$ cat src/rtl/seg_scan_decoder.sv
`timescale 1ns/1ps
// Watches a multiplexed active-low 7-segment bus, rebuilds each digit as ASCII
// and emits a full frame whenever the displayed text changes.
module seg_scan_decoder #(
  parameter int NUM_DIGITS = 4,
  parameter int SETTLE     = 4
) (
  input  logic                    clk,
  input  logic                    rst_n,
  input  logic [NUM_DIGITS-1:0]   an_n,
  input  logic [6:0]              seg_n,
  output logic                    frame_valid,
  output logic [8*NUM_DIGITS-1:0] frame_chars,
  output logic                    frame_err
);

  localparam logic [1:0] S_WAIT   = 2'd0;
  localparam logic [1:0] S_SETTLE = 2'd1;
  localparam logic [1:0] S_HOLD   = 2'd2;

  localparam logic [7:0]            CNT_LAST = 8'(SETTLE - 1);
  localparam logic [NUM_DIGITS-1:0] ONE      = NUM_DIGITS'(1);

  logic [NUM_DIGITS-1:0]   an_q;
  logic [6:0]              seg_q;
  logic [1:0]              state_q, state_d;
  logic [7:0]              cnt_q, cnt_d;
  logic [NUM_DIGITS-1:0]   mask_q;
  logic [8*NUM_DIGITS-1:0] slots_q;
  logic [NUM_DIGITS-1:0]   errs_q;
  logic                    done_q;
  logic                    first_q;
  logic                    valid_q;
  logic [8*NUM_DIGITS-1:0] chars_q;
  logic                    err_q;

  logic [NUM_DIGITS-1:0] sel;
  logic                  an_ok;
  logic                  change;
  logic                  capture;
  logic                  complete;
  logic [7:0]            dec_char;
  logic                  dec_bad;

  assign sel      = ~an_n;
  assign an_ok    = (sel != '0) && ((sel & (sel - ONE)) == '0);
  assign change   = (an_n != an_q) || (seg_n != seg_q);
  assign complete = ((mask_q | sel) == '1);

  always_comb begin
    dec_bad  = 1'b0;
    dec_char = 8'h3F;
    case (seg_n)
      7'b0001001: dec_char = 8'h48;
      7'b0001000: dec_char = 8'h41;
      7'b0001100: dec_char = 8'h50;
      7'b0010001: dec_char = 8'h59;
      7'b0000011: dec_char = 8'h42;
      7'b0100001: dec_char = 8'h44;
      7'b0010010: dec_char = 8'h53;
      7'b0000111: dec_char = 8'h54;
      7'b0100011: dec_char = 8'h4F;
      7'b1000110: dec_char = 8'h43;
      7'b0101011: dec_char = 8'h4E;
      7'b1111111: dec_char = 8'h20;
      default:    dec_bad  = 1'b1;
    endcase
  end

  // cnt_q counts edges for which the current bus value has been unchanged.
  always_comb begin
    state_d = state_q;
    cnt_d   = cnt_q;
    capture = 1'b0;
    case (state_q)
      S_WAIT: begin
        if (an_ok) begin
          state_d = S_SETTLE;
          cnt_d   = 8'd1;
        end
      end
      S_SETTLE: begin
        if (!an_ok) begin
          state_d = S_WAIT;
          cnt_d   = 8'd0;
        end else if (change) begin
          cnt_d = 8'd1;
        end else if (cnt_q == CNT_LAST) begin
          capture = 1'b1;
          state_d = S_HOLD;
          cnt_d   = cnt_q + 8'd1;
        end else begin
          cnt_d = cnt_q + 8'd1;
        end
      end
      S_HOLD: begin
        if (change) begin
          state_d = an_ok ? S_SETTLE : S_WAIT;
          cnt_d   = an_ok ? 8'd1 : 8'd0;
        end
      end
      default: begin
        state_d = S_WAIT;
        cnt_d   = 8'd0;
      end
    endcase
  end

  always_ff @(posedge clk or negedge rst_n) begin
    if (!rst_n) begin
      an_q    <= '1;
      seg_q   <= '1;
      state_q <= S_WAIT;
      cnt_q   <= 8'd0;
      mask_q  <= '0;
      slots_q <= '0;
      errs_q  <= '0;
      done_q  <= 1'b0;
      first_q <= 1'b1;
      valid_q <= 1'b0;
      chars_q <= '0;
      err_q   <= 1'b0;
    end else begin
      an_q    <= an_n;
      seg_q   <= seg_n;
      state_q <= state_d;
      cnt_q   <= cnt_d;
      done_q  <= 1'b0;
      valid_q <= 1'b0;
      if (capture) begin
        for (int i = 0; i < NUM_DIGITS; i++) begin
          if (sel[i]) begin
            slots_q[8*i +: 8] <= dec_char;
            errs_q[i]         <= dec_bad;
          end
        end
        if (complete) begin
          mask_q <= '0;
          done_q <= 1'b1;
        end else begin
          mask_q <= mask_q | sel;
        end
      end
      // Slots cannot be recaptured on the edge after completion, so they are read directly.
      if (done_q && (first_q || (slots_q != chars_q))) begin
        valid_q <= 1'b1;
        chars_q <= slots_q;
        err_q   <= |errs_q;
        first_q <= 1'b0;
      end
    end
  end

  assign frame_valid = valid_q;
  assign frame_chars = chars_q;
  assign frame_err   = err_q;

endmodule

$ cat config.mk
export PLATFORM = sky130hd
export DESIGN_NAME = seg_scan_decoder
export DESIGN_NICKNAME = d
export VERILOG_FILES = /design/src/rtl/seg_scan_decoder.sv
export SDC_FILE = /design/constraint.sdc
export NUM_CORES = 1
export LEC_CHECK = 0
export CAP_MARGIN = 10
export CORE_ASPECT_RATIO = 0.8
export CORE_MARGIN = 5
export CORE_UTILIZATION = 50
export DETAILED_ROUTE_END_ITERATION = 10
export PLACE_DENSITY = 0.83
export SLEW_MARGIN = 20
export SYNTH_ARGS = -nofsm -noshare
export SYNTH_HDL_FRONTEND = slang
export SYNTH_SLANG_ARGS = --single-unit
$ cat constraint.sdc
create_clock -name clk -period 4.7 [get_ports clk]
set_input_delay 0.94 -clock clk [delete_from_list [all_inputs] [get_ports clk]]
set_output_delay 0.94 -clock clk [all_outputs]
set_load 0.01 [all_outputs]
==> metrics.md <==
| Metric | Value |
|---|---|
| Top FF cell, synth | `dfrtp_1` |
| RD Place Congestion | `0.8980` |
| Post-DP HPWL | `6931 um` |
| WP depth | `6` |
| Cell Chain, Critical Path | `clkdlybuf4s50_1 -> nand4b_1 -> o211ai_1 -> nand2_1 -> nor4_1 -> nor2_1` |
| Clock sink count | `89` |
| Remaining global-route overflow | `0` |
| Reg2Reg Depth | `6` |
| Hold bufs inserted after CTS | `0` |
| Final net count | `443` |
| Final Max Slew Viols | `0` |
| Warnings from Yosys | `0` |
| Vias | `3,162` |
| Largest stage delay, worst path | `770 ps` |
| Die H | `94.66 um` |
| Slew margin rel. | `0.3196` |
| Post-Syn Area | `0.004479 mm^2` |
| Post-cts resize count | `0` |
| Critical R2R Launch | `cnt_q[0]$_DFFE_PN0P_` |
| Ranking of synthesized cells by area | `dfrtp_1 43%, mux2_2 8.8%, dfstp_2 7.0%` |
| Buf+Inv Stages, Crit Path | `1` |
| Starting Density | `0.5211` |
| DRT iter0 DRCs | `149` |
| Reg2reg end | `slots_q[24]$_DFFE_PN0P_` |
| WHS | `440.6 ps` |
| CTS tree | `yes` |
| Final setup vio count | `0` |
| First drt pass iteration count | `4` |
| GR Util All Layers | `0.1915` |
| Biggest area consumer among synthesized cells | `dfrtp_1` |
| Clock root buffer | `clkbuf_8` |
| Longest Clk Path Bufs | `2` |
| Crit path kind | `in2reg` |
| Final hold viol count | `0` |
| Routed wire length | `9847 um` |
| Setup_tns | `0 ps` |
| Fill count | `669` |
| Peak Freq | `303.2 MHz` |
| Period Utilization, post-route | `0.7017` |
| I/O Buffers | `42` |
| P per Cell Area | `277.9 mW/mm^2` |
| # IOs | `47` |
| Setup Fix Bufs, Post-CTS | `0` |
| RSZ-0062 raised after global routing | `false` |
| Slew @ Worst Pin | `1012 ps` |
| Crit start category | `primary input` |
| DRC Markers | `0` |
| Largest net degree at the start of global routing | `56` |
| Clock skew | `13.77 ps` |
| Clk pin slew, worst setup/hold paths | `90 ps` |
| Maximum vdd ir drop | `0.0001671 V` |
| #FFs+latches synth | `89` |
| Htree depth | `3` |
| Vias in the first global route | `3,156` |
| Synth-to-Final Area Change | `15.06%` |
| Yosys top cell area share | `0.4302` |
| Initial antenna violation count | `0` |
| Core box area | `0.008596 mm^2` |
| Sequential fraction of the synthesis area | `0.5006` |
| Die width | `115.8 um` |
| Clock buffer count from CTS | `9` |
| Crit path capture | `mask_q[1]$_DFFE_PN0P_` |
| Top cell family by delay on the critical path | `simple AND/OR/NAND/NOR gates` |
| R2r setup slk | `2030 ps` |
| Avg Inst Size Synth | `11.37 um^2` |
| Required time of the critical path | `4910 ps` |
| # diodes | `0` |
| Synth cell types | `59` |
| CP Max Fanout | `11` |
| EDFF count, synth | `0` |
| WL/cell | `18.03 um` |
| Die Footprint | `0.01096 mm^2` |
| Clock latency at the later pin of the worst-skew pair | `370 ps` |
| Max Cap Violations | `0` |
| Average via count per standard cell | `5.791` |
| Type of the worst min-delay path | `reg2reg` |
| P_leak | `2.402 nW` |
| Worst path slowest cell | `nor4_1` |
| Layout cells sized above 1 | `0.1912` |
| Cells after Synth | `394` |
| Outcome | `completed` |
| CP endpoint kind | `flop` |
| Crit path DAT | `3510 ps` |
| CP Launch Point | `an_n[3]` |
| Post-route ant nets | `0` |
| Final min period | `3298 ps` |
| First-pass GRT wire length | `16,180 um` |
| Async S/R FF share, synth | `1.000` |
| Site Rows | `30` |
[logic make-up after synthesis]
group,count (synthesis),synth area share
AND/OR/NAND/NOR,139,0.1975
AO/OA/AOI/OAI,48,0.07011
buffers and inverters,29,0.03156
other,1,0.0008372
XOR/XNOR,42,0.08212
multiplexers,45,0.1145
adder cells (fa/ha/maj),1,0.002793
flip-flops,89,0.5006
[power by group]
part | leakage, nW | total, mW | switching [mW] | internal, mW
sequential | 1.18 | 0.785 | 0.00825 | 0.777
clock | 0.106 | 0.553 | 0.297 | 0.256
combinational | 1.12 | 0.0942 | 0.0626 | 0.0316
total | 2.40 | 1.43 | 0.368 | 1.06
[cells in the mapped netlist (all sizes together), types with 2 or more instances]
| library cell | n |
|---|---|
| mux2i | 4 |
| nor3b | 4 |
| nand2 | 10 |
| dfstp | 12 |
| a211oi | 2 |
| dfrtp | 77 |
| a21o | 7 |
| nand3 | 7 |
| clkbuf | 9 |
| or3b | 3 |
| mux2 | 41 |
| nand4b | 2 |
| and3 | 2 |
| and3b | 3 |
| a31oi | 10 |
| xor2 | 21 |
| or3 | 2 |
| o21ai | 4 |
| or2 | 3 |
| xnor2 | 21 |
| o211ai | 2 |
| and4 | 4 |
| and2 | 6 |
| nor3 | 4 |
| nor4bb | 4 |
| nor2b | 5 |
| nor4 | 14 |
| a21oi | 15 |
| inv | 6 |
| nand4 | 19 |
| nor2 | 33 |
| nand2b | 8 |
| or4 | 2 |
| buf | 14 |
[metal layers]
layer  routed length, um  vias to the layer above  global-route usage
met5                   0                        -                   0
met2                4771                       76              0.3151
met1                4443                     1586              0.2539
met3                 493                       11             0.05253
li1                    -                     1489                   -
met4                 138                        0             0.04348
[flip-flops by register name (all words and copies together) (netlist names)]
signal and count:
frame_chars 28, frame_err 1, errs_q 4, frame_valid 1, an_q 4, first_q 1
state_q 2, done_q 1, slots_q 28, cnt_q 8, seg_q 7, mask_q 4
[cells in the final DEF, fill, tap and decap left out, drive strengths merged, types with 3 or more instances in the layout]
master,netlist,final
a21o,7,7
a21oi,15,15
a31oi,10,10
and2,6,6
and3b,3,3
and4,4,4
buf,14,3
clkbuf,9,9
clkdlybuf4s50,0,41
clkinv,0,3
conb,1,4
dfrtp,77,77
dfstp,12,12
inv,6,9
mux2,41,41
mux2i,4,4
nand2,10,10
nand2b,8,8
nand3,7,7
nand4,19,19
nor2,33,33
nor2b,5,5
nor3,4,4
nor3b,4,4
nor4,14,14
nor4bb,4,4
o21ai,4,4
or2,3,3
or3b,3,3
xnor2,21,21
xor2,21,21
[worst min-delay path by stage]
stage	start	endpoint	depth (start not counted)	slack [ps]
2_1_floorplan	done_q$_DFF_PN0_	first_q$_DFFE_PN1P_	1	370
3_3_place_gp	done_q$_DFF_PN0_	first_q$_DFFE_PN1P_	1	400
3_5_place_dp	done_q$_DFF_PN0_	first_q$_DFFE_PN1P_	1	410
4_1_cts	done_q$_DFF_PN0_	first_q$_DFFE_PN1P_	1	420
5_1_grt	done_q$_DFF_PN0_	first_q$_DFFE_PN1P_	1	450
6_report	done_q$_DFF_PN0_	first_q$_DFFE_PN1P_	1	440
[worst register-to-register path, delay by kind of cell (launching register included)]
kind | cells | cell delay (ps)
AO/OA/AOI/OAI | 1 | 200
AND/OR/NAND/NOR | 4 | 1680
adder cells (fa/ha/maj) | 1 | 280
flip-flops | 1 | 430
[layout make-up]
class / count / area [um^2] / area share
multi-input cells: 279 / 2107 / 0.4088
well taps: 112 / 140.1 / 0.02719
flip-flops and latches: 89 / 2242 / 0.4351
clock buffers: 9 / 123.9 / 0.02404
repair buffers: 44 / 432.9 / 0.08400
inverters: 6 / 22.52 / 0.004370
clock inverters: 7 / 85.08 / 0.01651
[metrics by stage]
step | instance area (um^2) | power [mW] | cells | util | setup WS, ps
after floorplan | 4491 | 0.8562 | 397 | - | 1868
after global routing | 5154 | 1.486 | 546 | 0.5996 | 1235
after global placement | 4945 | 0.8933 | 530 | 0.5753 | 1144
final | 5154 | 1.432 | 546 | 0.5996 | 1402
after detailed placement | 4945 | 0.8948 | 530 | 0.5753 | 1078
after CTS | 5154 | 1.446 | 546 | 0.5996 | 1441
Note: power is estimated with default switching activity, not from simulation.
